<file path="src/rtl/ms_timer.sv">
// ms_timer: prescaled up/down counter with run/pause/expire control.
//   CLK, RST_N          : clock (rising edge) and async active-low reset
//   START/STOP/CLR/LOAD : run, pause, clear-to-idle and load controls
//   LOAD_VAL, TERM      : load value and terminal value
//   DIR, ONESHOT        : run mode, latched on START from IDLE/EXPIRED
//   LAP                 : capture COUNT into LAP_COUNT
//   COUNT, LAP_COUNT    : current and captured count (registered)
//   TICK, DONE          : one-cycle pulses on count update / terminal event
//   RUNNING             : combinational decode of the RUN state
module ms_timer #(
  parameter int unsigned CLK_HZ    = 100000000,
  parameter int unsigned TICK_HZ   = 1000,
  parameter int unsigned CNT_WIDTH = 17
) (
  input  logic                 CLK,
  input  logic                 RST_N,
  input  logic                 START,
  input  logic                 STOP,
  input  logic                 CLR,
  input  logic                 LOAD,
  input  logic [CNT_WIDTH-1:0] LOAD_VAL,
  input  logic [CNT_WIDTH-1:0] TERM,
  input  logic                 DIR,
  input  logic                 ONESHOT,
  input  logic                 LAP,
  output logic [CNT_WIDTH-1:0] COUNT,
  output logic [CNT_WIDTH-1:0] LAP_COUNT,
  output logic                 TICK,
  output logic                 DONE,
  output logic                 RUNNING
);

  localparam int unsigned DIV  = CLK_HZ / TICK_HZ;
  localparam int unsigned PS_W = (DIV > 1) ? $clog2(DIV) : 1;
  localparam logic [PS_W-1:0] PS_LAST = PS_W'(DIV - 1);

  typedef enum logic [1:0] {
    S_IDLE    = 2'd0,
    S_RUN     = 2'd1,
    S_PAUSE   = 2'd2,
    S_EXPIRED = 2'd3
  } state_e;

  state_e               state_q, state_d;
  logic [CNT_WIDTH-1:0] count_q, count_d;
  logic [CNT_WIDTH-1:0] lap_q, lap_d;
  logic [PS_W-1:0]      ps_q, ps_d;
  logic                 tick_q, tick_d;
  logic                 done_q, done_d;
  logic                 down_q, down_d;
  logic                 oneshot_q, oneshot_d;

  logic                 tick_edge;
  logic                 at_term;

  // Terminal test uses the latched direction and the live TERM input
  assign tick_edge = (state_q == S_RUN) && (ps_q == PS_LAST);
  assign at_term   = down_q ? (count_q == '0) : (count_q == TERM);

  // Next-state: one prioritised action per edge; LAP capture is independent
  always_comb begin
    state_d   = state_q;
    count_d   = count_q;
    ps_d      = ps_q;
    down_d    = down_q;
    oneshot_d = oneshot_q;
    tick_d    = 1'b0;
    done_d    = 1'b0;
    lap_d     = LAP ? count_q : lap_q;

    if (CLR) begin
      state_d = S_IDLE;
      count_d = '0;
      ps_d    = '0;
    end else if (LOAD) begin
      count_d = LOAD_VAL;
      ps_d    = '0;
    end else if (STOP && (state_q == S_RUN)) begin
      state_d = S_PAUSE;
    end else if (START && (state_q != S_RUN)) begin
      state_d = S_RUN;
      // Resume from PAUSE keeps count and prescaler; fresh start reloads both
      if (state_q != S_PAUSE) begin
        down_d    = DIR;
        oneshot_d = ONESHOT;
        count_d   = DIR ? TERM : '0;
        ps_d      = '0;
      end
    end else if (state_q == S_RUN) begin
      if (tick_edge) begin
        ps_d   = '0;
        tick_d = 1'b1;
        if (at_term) begin
          done_d = 1'b1;
          if (oneshot_q) begin
            state_d = S_EXPIRED;
          end else begin
            count_d = down_q ? TERM : '0;
          end
        end else begin
          count_d = down_q ? (count_q - CNT_WIDTH'(1)) : (count_q + CNT_WIDTH'(1));
        end
      end else begin
        ps_d = ps_q + PS_W'(1);
      end
    end
  end

  // State and output registers
  always_ff @(posedge CLK or negedge RST_N) begin
    if (!RST_N) begin
      state_q   <= S_IDLE;
      count_q   <= '0;
      lap_q     <= '0;
      ps_q      <= '0;
      tick_q    <= 1'b0;
      done_q    <= 1'b0;
      down_q    <= 1'b0;
      oneshot_q <= 1'b0;
    end else begin
      state_q   <= state_d;
      count_q   <= count_d;
      lap_q     <= lap_d;
      ps_q      <= ps_d;
      tick_q    <= tick_d;
      done_q    <= done_d;
      down_q    <= down_d;
      oneshot_q <= oneshot_d;
    end
  end

  assign COUNT     = count_q;
  assign LAP_COUNT = lap_q;
  assign TICK      = tick_q;
  assign DONE      = done_q;
  assign RUNNING   = (state_q == S_RUN);

endmodule

</file>
<file path="config.mk">
export PLATFORM = sky130hd
export DESIGN_NAME = ms_timer
export DESIGN_NICKNAME = d
export VERILOG_FILES = /design/src/rtl/ms_timer.sv
export SDC_FILE = /design/constraint.sdc
export NUM_CORES = 1
export LEC_CHECK = 0
export CELL_PAD_IN_SITES_DETAIL_PLACEMENT = 0
export CELL_PAD_IN_SITES_GLOBAL_PLACEMENT = 1
export CORE_ASPECT_RATIO = 0.75
export CORE_MARGIN = 2
export CORE_UTILIZATION = 43
export CTS_CLUSTER_DIAMETER = 60
export DETAILED_ROUTE_END_ITERATION = 8
export GPL_ROUTABILITY_DRIVEN = 0
export PLACE_DENSITY = 0.84
export SLEW_MARGIN = 20
export SYNTH_ARGS = -nofsm -noshare
export SYNTH_HDL_FRONTEND = slang
export SYNTH_SLANG_ARGS = --single-unit
</file>
<file path="constraint.sdc">
create_clock -name CLK -period 4.5 [get_ports CLK]
set_input_delay 0.9 -clock CLK [delete_from_list [all_inputs] [get_ports CLK]]
set_output_delay 0.9 -clock CLK [all_outputs]
set_load 0.005 [all_outputs]
</file>
# ---- After elaboration in Yosys (flattened, before gate mapping)
# Cells that the tools add are included.
dict set report classes {
  n_addsub 3
  eq_ne 9
  mux 41
  bitwise_logic 3
  reduce_logical 14
}
# cell count
set op_table {}
lappend op_table {{2-to-1 mux 17 bit} 19}
lappend op_table {{adder 17 x 1 -> 17 bit, second input constant} 2}
lappend op_table {{nonzero test 4 bit} 6}
lappend op_table {{== test 17 bit} 1}
lappend op_table {{== test 17 bit, second input constant} 1}
lappend op_table {{zero test 17 bit} 1}
lappend op_table {{subtractor 17 x 1 -> 17 bit, second input constant} 1}
lappend op_table {{2-to-1 mux 2 bit} 8}
lappend op_table {{AND reduction 5 bit} 3}
lappend op_table {{2-to-1 mux 1 bit} 14}
lappend op_table {{inequality test 5 x 4 -> 1 bit, second input constant} 1}
lappend op_table {{inequality test 2 bit, second input constant} 2}
lappend op_table {{inequality test 4 x 3 -> 1 bit, second input constant} 1}
lappend op_table {{logical AND 1 bit} 3}
lappend op_table {{inequality test 3 bit, second input constant} 1}
lappend op_table {{NOT 1 bit} 3}
lappend op_table {{AND reduction 3 bit} 1}
lappend op_table {{== test 2 x 1 -> 1 bit, second input constant} 1}
lappend op_table {{inequality test 2 x 1 -> 1 bit, second input constant} 1}
dict set report totals {
  register_bits 57
  input_bits 43
  out_inout_bits 37
  wordCells 78
}

# ---- Longest topological paths before layout
# Gate-level depths: netlist of run 1.
dict set report logic_depth {
  word_depth 9
  depth_mapped 10
  ltp_nobuf 9
}

# ---- Worst setup path after synthesis of run 1
# OpenSTA, ideal clock, no wires.
dict set report synth_timing {
  path_type {register to register}
  startpoint {reg down_q}
  endpoint {reg count_q[16] (netlist: COUNT[16])}
  setup_ns 0.082
  arrival_ns 2.726
  required_ns 4.418
  slack_ns 1.692
  stages_incl_launch_ff 11
  path_buffers 1
  synth_period_minus_slack_ns 2.808
  cell_sequence {dfrtp_1 > clkbuf_1 > inv_1 > fa_1 > nand2b_1 > a21oi_1 > o211ai_1 > a211oi_1 > xnor2_1 > or3_1 > a31oi_1}
}
dict set report synth_via {
  elab_chain_len 9
  elab_cells_between_ends 13
  cone_classes {eq/ne: 1; mux: 11; reduce/logical: 1}
}
# element line_no
set synth_lines {}
lappend synth_lines {{from (decl)} 50} ;# logic down_q, down_d;
lappend synth_lines {{from (signal assigned)} 127} ;# down_q <= down_d;
lappend synth_lines {{2-to-1 mux 17 bit} 98} ;# count_d = down_q ? TERM : '0;
lappend synth_lines {{2-to-1 mux 17 bit} 95} ;# if (oneshot_q) begin
lappend synth_lines {{2-to-1 mux 17 bit} 93} ;# if (at_term) begin
lappend synth_lines {{2-to-1 mux 17 bit} 90} ;# if (tick_edge) begin
lappend synth_lines {{2-to-1 mux 17 bit} 89} ;# end else if (state_q == S_RUN) begin
lappend synth_lines {{2-to-1 mux 17 bit} 80} ;# end else if (START && (state_q != S_RUN)) begin
lappend synth_lines {{2-to-1 mux 17 bit} 78} ;# end else if (STOP && (state_q == S_RUN)) begin
lappend synth_lines {{2-to-1 mux 17 bit} 75} ;# end else if (LOAD) begin
lappend synth_lines {{2-to-1 mux 17 bit} 71} ;# if (CLR) begin
lappend synth_lines {{to (signal assigned)} 122} ;# count_q <= count_d;
lappend synth_lines {{to (decl)} 45} ;# logic [CNT_WIDTH-1:0] count_q, count_d;
# Several ways; a longest one is shown, not always the timed one. The select of a mux whose other input is x is not followed.
# A chain may end at the register's enable or synchronous reset.

# ---- Final worst setup path of run 1
dict set report layout_timing {
  startpoint {in TERM[1]}
  endpoint {reg count_q[8] (netlist: COUNT[8])}
}
dict set report layout_via {
  elab_chain_len 9
  elab_cells_between_ends 11
  cone_classes {eq/ne: 2; mux: 8; reduce/logical: 1}
}
# element line_no
set layout_lines {}
lappend layout_lines {{from (decl)} 22} ;# input logic [CNT_WIDTH-1:0] TERM,
lappend layout_lines {{== test 17 bit (*)} 58} ;# assign at_term = down_q ? (count_q == '0) : (count_q == TERM);
lappend layout_lines {{2-to-1 mux 1 bit (*)} 58}
lappend layout_lines {{2-to-1 mux 17 bit} 93}
lappend layout_lines {{2-to-1 mux 17 bit} 90}
lappend layout_lines {{2-to-1 mux 17 bit} 89}
lappend layout_lines {{2-to-1 mux 17 bit} 80}
lappend layout_lines {{2-to-1 mux 17 bit} 78}
lappend layout_lines {{2-to-1 mux 17 bit} 75}
lappend layout_lines {{2-to-1 mux 17 bit} 71}
# Mark *: on every way between the ends. The rest lies on a longest branch, timed or not. The select of a mux whose other input is x is not followed.

==> impl_results.md, run 1 <==
* Status: finished, final reports clean
* Avg Inst Size Synth at 8.92 um^2
* Crit Path Class: in -> reg
* Leakage at 2.20 nW
* Most frequent cells in the layout: clkdlybuf4s50_1 (78), dfrtp_1 (57), nor2_1 (45), nand2_1 (32), a21oi_1 (26)
* Die Span Y at 88.0 um
* Share of cells above drive strength 1 at 0.101
* Cell area after layout at 5290 um^2
* PwrDens at 419 nW/um^2
* Hold path startpoint: LAP_COUNT[12]$_DFFE_PN0P_
* Synth Instances at 454
* CTS buffer count at 9
* Cts hold-fix bufs at 0
* Min Tclk post-route at 3.41 ns
* WL/cell at 18.7 um
* Psw at 734 uW
* Busiest layer in global routing: met1
* Met2 Resource Use GR at 0.361
* # DRC at 0
* Worst R2R Setup Slack at 1.47 ns
* FF+latch area at 1430 um^2
* Placed Area at 4960 um^2
* Post-route ant nets at 0
* CP arrival at 3.63 ns
* Startpoint Class: input port
* Least-Margin Pin Slew at 0.833 ns
* Post-CTS Repair Setup Buffers at 0
* Antenna diodes at 0
* Overflow after GRT at 0
* Initial core utilization at 0.446
* Yosys warns at 0
* Multi-input logic area at 2500 um^2
* Number of nets produced by synthesis at 514
* Most common cell after layout, fill and taps aside: clkdlybuf4s50_1
* Max Cap Viol at 0
* Drt initial violations at 299
* Final setup fails at 0
* Top_reg_cell synth: dfrtp_1
* Die area at 10,200 um^2
* Port bufs at 79
* Via-per-instance ratio at 5.86
* CP max FO at 12
* CTS sink count at 57
* Slew HR at 0.443
* Crit-path slowest cell: or4_1
* Internal at 1.48 mW
* Clk_lat worst skew at 0.33 ns
* CP peak stage delay at 0.70 ns
* Reg power frac at 0.300
* Post-synth EDFFs at 0
* Max clock buf depth at 2
* Fmax at 293 MHz
* Asr flop ratio synth at 1.00
* Initial antenna violation count at 0
* Met3 GRT Util at 0.0678
* Global-route wire length before repair at 19,800 um
* Row cnt at 30
* Final nets at 590
* Core area at 9080 um^2
* Yosys cell types at 56
* Largest net degree at the start of global routing at 37
* Final WL at 12,400 um
* # H-tree levels at 3
* Vias in the first global route at 3,712
* Synthesized area at 4050 um^2
* VDD IR-drop max at 0.000211 V
* RSZ-0062 raised after global routing: no
* CP cell instances: clkdlybuf4s50_1, xor2_1, nor4_1, nand3_1, or4_1, a21oi_4, nor2_1, a32o_1
* Beginning of the critical path: TERM[1]
* Met1 usage at 0.386
* Reg2Reg Launch Point: down_q$_DFFE_PN0P_
* I/O pin count at 80
* Layout filler cell count at 825
* HP Class: reg -> reg
* CTS resizes at 0
* CTS tree: yes
* Clock-pin slew on the worst setup and hold paths at 0.05 ns
* Overall routing resource usage at 0.257
* Switching Fraction at 0.331
* Max-slew violation count at 0
* Clock share of power at 0.341
* Sequential-to-total area share from yosys stat at 0.352
* Final period util at 0.759
* Routed vias at 3,885
* Final setup TNS at 0 ns
* WP data required at 4.72 ns
* Drt pass-1 iters at 4
* Crit end category: flop
* CTS Root Buffer Type: clkbuf_16
* Worst-case clock skew at 0.00665 ns
* Comb pwr share at 0.359
* Die Wd at 116 um
* Layout area overhead at 30.7%
* Post-detail-place hpwl at 9250 um
* Final Hold Vio Count at 0
* Yosys reg bits at 57
-- worst max-delay path, delay by kind of cell --
family	cells	cell delay, ns
and+or+nand+nor	4	1.45
AOI/OAI and AO/OA	2	0.66
buffers and inverters	1	0.47
xor gates and xnor gates	1	0.17
-- logic make-up (layout without fill, tap and decap cells) --
logic type | Yosys count | count (layout) | synth area share
XOR/XNOR | 37 | 37 | 0.0800
multiplexers | 21 | 21 | 0.0578
adder cells (fa/ha/maj) | 17 | 17 | 0.0544
AND/OR/NAND/NOR | 184 | 184 | 0.239
buffers and inverters | 30 | 111 | 0.0315
flip-flops | 57 | 57 | 0.352
AO/OA/AOI/OAI | 108 | 108 | 0.185
-- flip-flops by register name, summed over array words and instances (netlist names) --
signal     cells
DONE           1
TICK           1
ps_q          17
down_q         1
state_q        2
oneshot_q      1
COUNT         17
LAP_COUNT     17
-- power groups by stage --
stage | sequential [mW] | clock (mW) | combinational, mW
detailed placement | 0.672 | 0 | 0.789
CTS | 0.663 | 0.770 | 0.793
finish | 0.664 | 0.756 | 0.796
global route | 0.674 | 0.792 | 0.878
floorplan | 0.652 | 0 | 0.485
global placement | 0.668 | 0 | 0.777
-- metrics by stage --
| stage | std cells | power [mW] | hold WS [ns] | util | setup slack [ns] |
|---|---|---|---|---|---|
| 3_3_place_gp | 647 | 1.44 | 0.489 | 0.546 | 0.807 |
| 5_1_grt | 663 | 2.35 | 0.517 | 0.583 | 0.961 |
| 4_1_cts | 663 | 2.23 | 0.506 | 0.583 | 1.13 |
| 2_1_floorplan | 454 | 1.14 | 0.486 | - | 1.69 |
| 6_report | 663 | 2.22 | 0.504 | 0.583 | 1.09 |
| 3_5_place_dp | 647 | 1.46 | 0.494 | 0.546 | 0.800 |
-- cell usage after synthesis (all sizes together), types with 6 or more instances --
cell type	n	area share
a22oi	7	0.013
nor2	45	0.042
a32o	7	0.017
xor2	24	0.052
nand3	22	0.027
a221o	6	0.015
nand2	32	0.030
buf	6	0.0093
nand4	9	0.014
dfrtp	57	0.35
inv	9	0.0083
or3	6	0.0093
mux2	19	0.053
a21o	6	0.011
nor4	14	0.027
ha	16	0.049
a21oi	27	0.036
xnor2	13	0.028
a31oi	8	0.012
nor3	18	0.026
and3	7	0.011
clkbuf	15	0.014
nand2b	15	0.023
o21ai	21	0.026
-- layout make-up --
type,instances,area share
Clock buffer,11,0.0478
Clock inverter,5,0.0147
Inverter,9,0.00638
Multi-Input combinational cell,367,0.473
Sequential cell,57,0.270
Tap cell,128,0.0303
Timing Repair Buffer,86,0.158
-- routing by layer --
layer  wire length, um  up-vias
met3              1040       15
met5                 0        -
met1              6130     1841
li1                  -     1855
met2              5080      174
met4               153        0
-- worst paths after layout --
kind                                             end  cells after the start
setup / recovery                COUNT[8]$_DFFE_PN0P_                      8
hold / removal             LAP_COUNT[12]$_DFFE_PN0P_                      1
setup reg to reg               COUNT[15]$_DFFE_PN0P_                      9
hold reg to reg            LAP_COUNT[12]$_DFFE_PN0P_                      1
max in group asynchronous      COUNT[13]$_DFFE_PN0P_                      2
min in group asynchronous   LAP_COUNT[1]$_DFFE_PN0P_                      1
Power figures use the tool's default switching activity.
==> run 2: changes to the inputs <==
--- a/config.mk
+++ b/config.mk
@@ -9,11 +9,11 @@
 export CELL_PAD_IN_SITES_GLOBAL_PLACEMENT = 1
 export CORE_ASPECT_RATIO = 0.75
 export CORE_MARGIN = 2
-export CORE_UTILIZATION = 43
+export CORE_UTILIZATION = 36
 export CTS_CLUSTER_DIAMETER = 60
 export DETAILED_ROUTE_END_ITERATION = 8
 export GPL_ROUTABILITY_DRIVEN = 0
-export PLACE_DENSITY = 0.84
+export PLACE_DENSITY = 0.75
 export SLEW_MARGIN = 20
 export SYNTH_ARGS = -nofsm -noshare
 export SYNTH_HDL_FRONTEND = slang
==> constraint.sdc (replaced) <==
create_clock -name CLK -period 2.95 [get_ports CLK]
set_input_delay 0.59 -clock CLK [delete_from_list [all_inputs] [get_ports CLK]]
set_output_delay 0.59 -clock CLK [all_outputs]
set_load 0.005 [all_outputs]
==> run 2 against run 1 <==
Against the previous run:
- sequential cell count stayed put
- die area increased by 19%
- sequential power is 50% higher
- utilization decreased by 7.3 points
- global-route usage fell by 4.0 points
- critical path depth up 2
- non-clock buffer count rose by 31
- clock skew is 0.0027 ns lower
- clock power increased by 60%
- cell area grew 5.3%
- critical endpoint is now COUNT[16]$_DFFE_PN0P_
==> impl_results.md, run 2 (same netlist as run 1, synthesis figures left out) <==
* Status: finished, final reports clean (unchanged)
* # H-tree levels at 3 (unchanged)
* Largest net degree at the start of global routing at 58 (was 37)
* Row cnt at 33 (was 30)
* Busiest layer in global routing: met1 (unchanged)
* WL/cell at 18.1 um (was 18.7 um)
* Max Cap Viol at 0 (unchanged)
* Final setup fails at 0 (unchanged)
* Overall routing resource usage at 0.216 (was 0.257)
* Drt initial violations at 280 (was 299)
* Comb pwr share at 0.365 (was 0.359)
* Antenna diodes at 0 (unchanged)
* Share of cells above drive strength 1 at 0.152 (was 0.101)
* Most frequent cells in the layout: clkdlybuf4s50_1 (78), dfrtp_1 (57), nor2_1 (45), buf_4 (37), nand2_1 (32) (was clkdlybuf4s50_1 (78), dfrtp_1 (57), nor2_1 (45), nand2_1 (32), a21oi_1 (26))
* Crit Path Class: in -> reg (unchanged)
* Cts hold-fix bufs at 0 (unchanged)
* Dpl cells at 690 (was 647)
* I/O pin count at 80 (unchanged)
* Final Hold Vio Count at 0 (unchanged)
* Initial core utilization at 0.370 (was 0.446)
* Final WL at 12,800 um (was 12,400 um)
* Clock share of power at 0.349 (was 0.341)
* Global-route wire length before repair at 20,200 um (was 19,800 um)
* Internal at 2.36 mW (was 1.48 mW)
* Routed vias at 4,005 (was 3,885)
* HP Class: in -> async (was reg -> reg)
* Fmax at 360 MHz
* Min Tclk post-route at 2.78 ns
* Initial antenna violation count at 0 (unchanged)
* Cell Count, Final, Fillers Out at 706 (was 663)
* CP cell instances: clkdlybuf4s50_1, xor2_1, nor4_2, buf_4, nand3_1, or4_1, buf_4, a21o_1, o21ai_1, a31oi_1 (was clkdlybuf4s50_1, xor2_1, nor4_1, nand3_1, or4_1, a21oi_4, nor2_1, a32o_1)
* Critical path's top delay family: simple AND/OR/NAND/NOR gates (unchanged)
* Most common cell after layout, fill and taps aside: clkdlybuf4s50_1 (unchanged)
* Met3 GRT Util at 0.0422 (was 0.0678)
* Drt pass-1 iters at 5 (was 4)
* Vias in the first global route at 3,768 (was 3,712)
* RSZ-0062 raised after global routing: no (unchanged)
* # DRC at 0 (unchanged)
* Reg power frac at 0.286 (was 0.300)
* Final nets at 621 (was 590)
* CP max FO at 8 (was 12)
* Least-Margin Pin Slew at 0.570 ns (was 0.833 ns)
* Worst R2R Setup Slack at 0.26 ns (was 1.47 ns)
* WP data required at 3.16 ns (was 4.72 ns)
* Final setup TNS at 0 ns (unchanged)
* CTS buffer count at 9 (unchanged)
* Post-detail-place hpwl at 9720 um (was 9250 um)
* Die Wd at 126 um (was 116 um)
* Max-slew violation count at 0 (unchanged)
* VDD IR-drop max at 0.000315 V (was 0.000211 V)
* Leakage at 2.37 nW (was 2.20 nW)
* Post-route ant nets at 0 (unchanged)
* PwrDens at 624 nW/um^2 (was 419 nW/um^2)
* CP peak stage delay at 0.62 ns (was 0.70 ns)
* Reg2Reg Launch Point: down_q$_DFFE_PN0P_ (unchanged)
* Port bufs at 79 (unchanged)
* Met1 usage at 0.326 (was 0.386)
* Total design power at 3.48 mW (was 2.22 mW)
* Capturing point of the worst reg2reg path: COUNT[16]$_DFFE_PN0P_ (was COUNT[15]$_DFFE_PN0P_)
* CTS Root Buffer Type: clkbuf_16 (unchanged)
* Clk_lat worst skew at 0.33 ns (about the same)
* CTS sink count at 57 (unchanged)
* Psw at 1.12 mW (was 734 uW)
* Min Hold Slack at 0.265 ns (was 0.504 ns)
* Die area at 12,100 um^2 (was 10,200 um^2)
* CP Buf/Inv Count at 3 (was 1)
* Clock-pin slew on the worst setup and hold paths at 0.05 ns (about the same)
* Crit end category: flop (unchanged)
* Startpoint Class: input port (unchanged)
* CTS tree: yes (unchanged)
* Layout filler cell count at 994 (was 825)
* Crit-path slowest cell: or4_1 (unchanged)
* Worst-case clock skew at 0.00391 ns (was 0.00665 ns)
* Final period util at 0.941
* Pre-CTS worst setup slack at -0.142 ns (was 0.800 ns)
* Overflow after GRT at 0 (unchanged)
* Worst reg2reg path depth at 9 (unchanged)
* Slew HR at 0.617 (was 0.443)
* Via-per-instance ratio at 5.67 (was 5.86)
* Switching Fraction at 0.322 (was 0.331)
* Max clock buf depth at 2 (unchanged)
* Core area at 10,900 um^2 (was 9080 um^2)
* Met2 Resource Use GR at 0.309 (was 0.361)
* Die Span Y at 95.8 um (was 88.0 um)
* Layout area overhead at 37.6% (was 30.7%)
* Setup WS post-layout at 0.173 ns (was 1.09 ns)
* CP dominant cell by count: buf_4
* CP arrival at 2.98 ns (was 3.63 ns)
## run 2: cell count changes in the layout (fill, tap and decap cells not counted)
cell,change
buf_12,+1
nor4_2,+1
nor4_1,-1
clkinv_2,+1
bufinv_16,+1
clkinvlp_4,-1
buf_4,+30
clkbuf_8,-1
## run 2: worst max path at each step
| stage | slack [ns] | start | endpoint | depth (start not counted) |
|---|---|---|---|---|
| after CTS | 0.19 | TERM[1] | COUNT[16]$_DFFE_PN0P_ | 10 |
| after global placement | -0.14 | TERM[1] | COUNT[16]$_DFFE_PN0P_ | 10 |
| final | 0.17 | TERM[1] | COUNT[16]$_DFFE_PN0P_ | 10 |
| after floorplan | 0.14 | down_q$_DFFE_PN0P_ | COUNT[16]$_DFFE_PN0P_ | 10 |
| after global routing | 0.02 | TERM[1] | COUNT[14]$_DFFE_PN0P_ | 10 |
| after detailed placement | -0.14 | TERM[1] | COUNT[16]$_DFFE_PN0P_ | 10 |
## run 2: routing by layer
metal,up-vias,share of wire
li1,1917,-
met3,12,0.067
met5,-,0
met2,167,0.41
met4,0,0.012
met1,1909,0.51
## run 2: final cells by class
type	instances	area, um^2	share of cell area
Timing Repair Buffer	117	1080	0.194
Sequential cell	57	1430	0.256
Clock buffer	10	239	0.0429
Tap cell	140	175	0.0314
Multi-Input combinational cell	367	2510	0.450
Clock inverter	6	105	0.0189
Inverter	9	33.8	0.00606
## run 2: timing repair
item / CTS / global route
resized for setup: 0 / 1
hold endpoints to repair: 0 / 0
buffers inserted: 0 / 0
setup endpoints to repair: 0 / 3
## run 2: power groups by stage
stage          Combinational (mW)  Clock (mW)  Sequential (mW)
2_1_floorplan               0.739           0            0.995
3_3_place_gp                 1.23           0             1.00
3_5_place_dp                 1.25           0             1.01
4_1_cts                      1.26        1.24            0.995
5_1_grt                      1.39        1.27             1.01
6_report                     1.27        1.21            0.996
## run 2: through the flow
step / util / instance area [um^2]
after floorplan: - / 4050
after global placement: 0.477 / 5220
after detailed placement: 0.477 / 5220
after CTS: 0.509 / 5570
after global routing: 0.509 / 5570
final: 0.509 / 5570
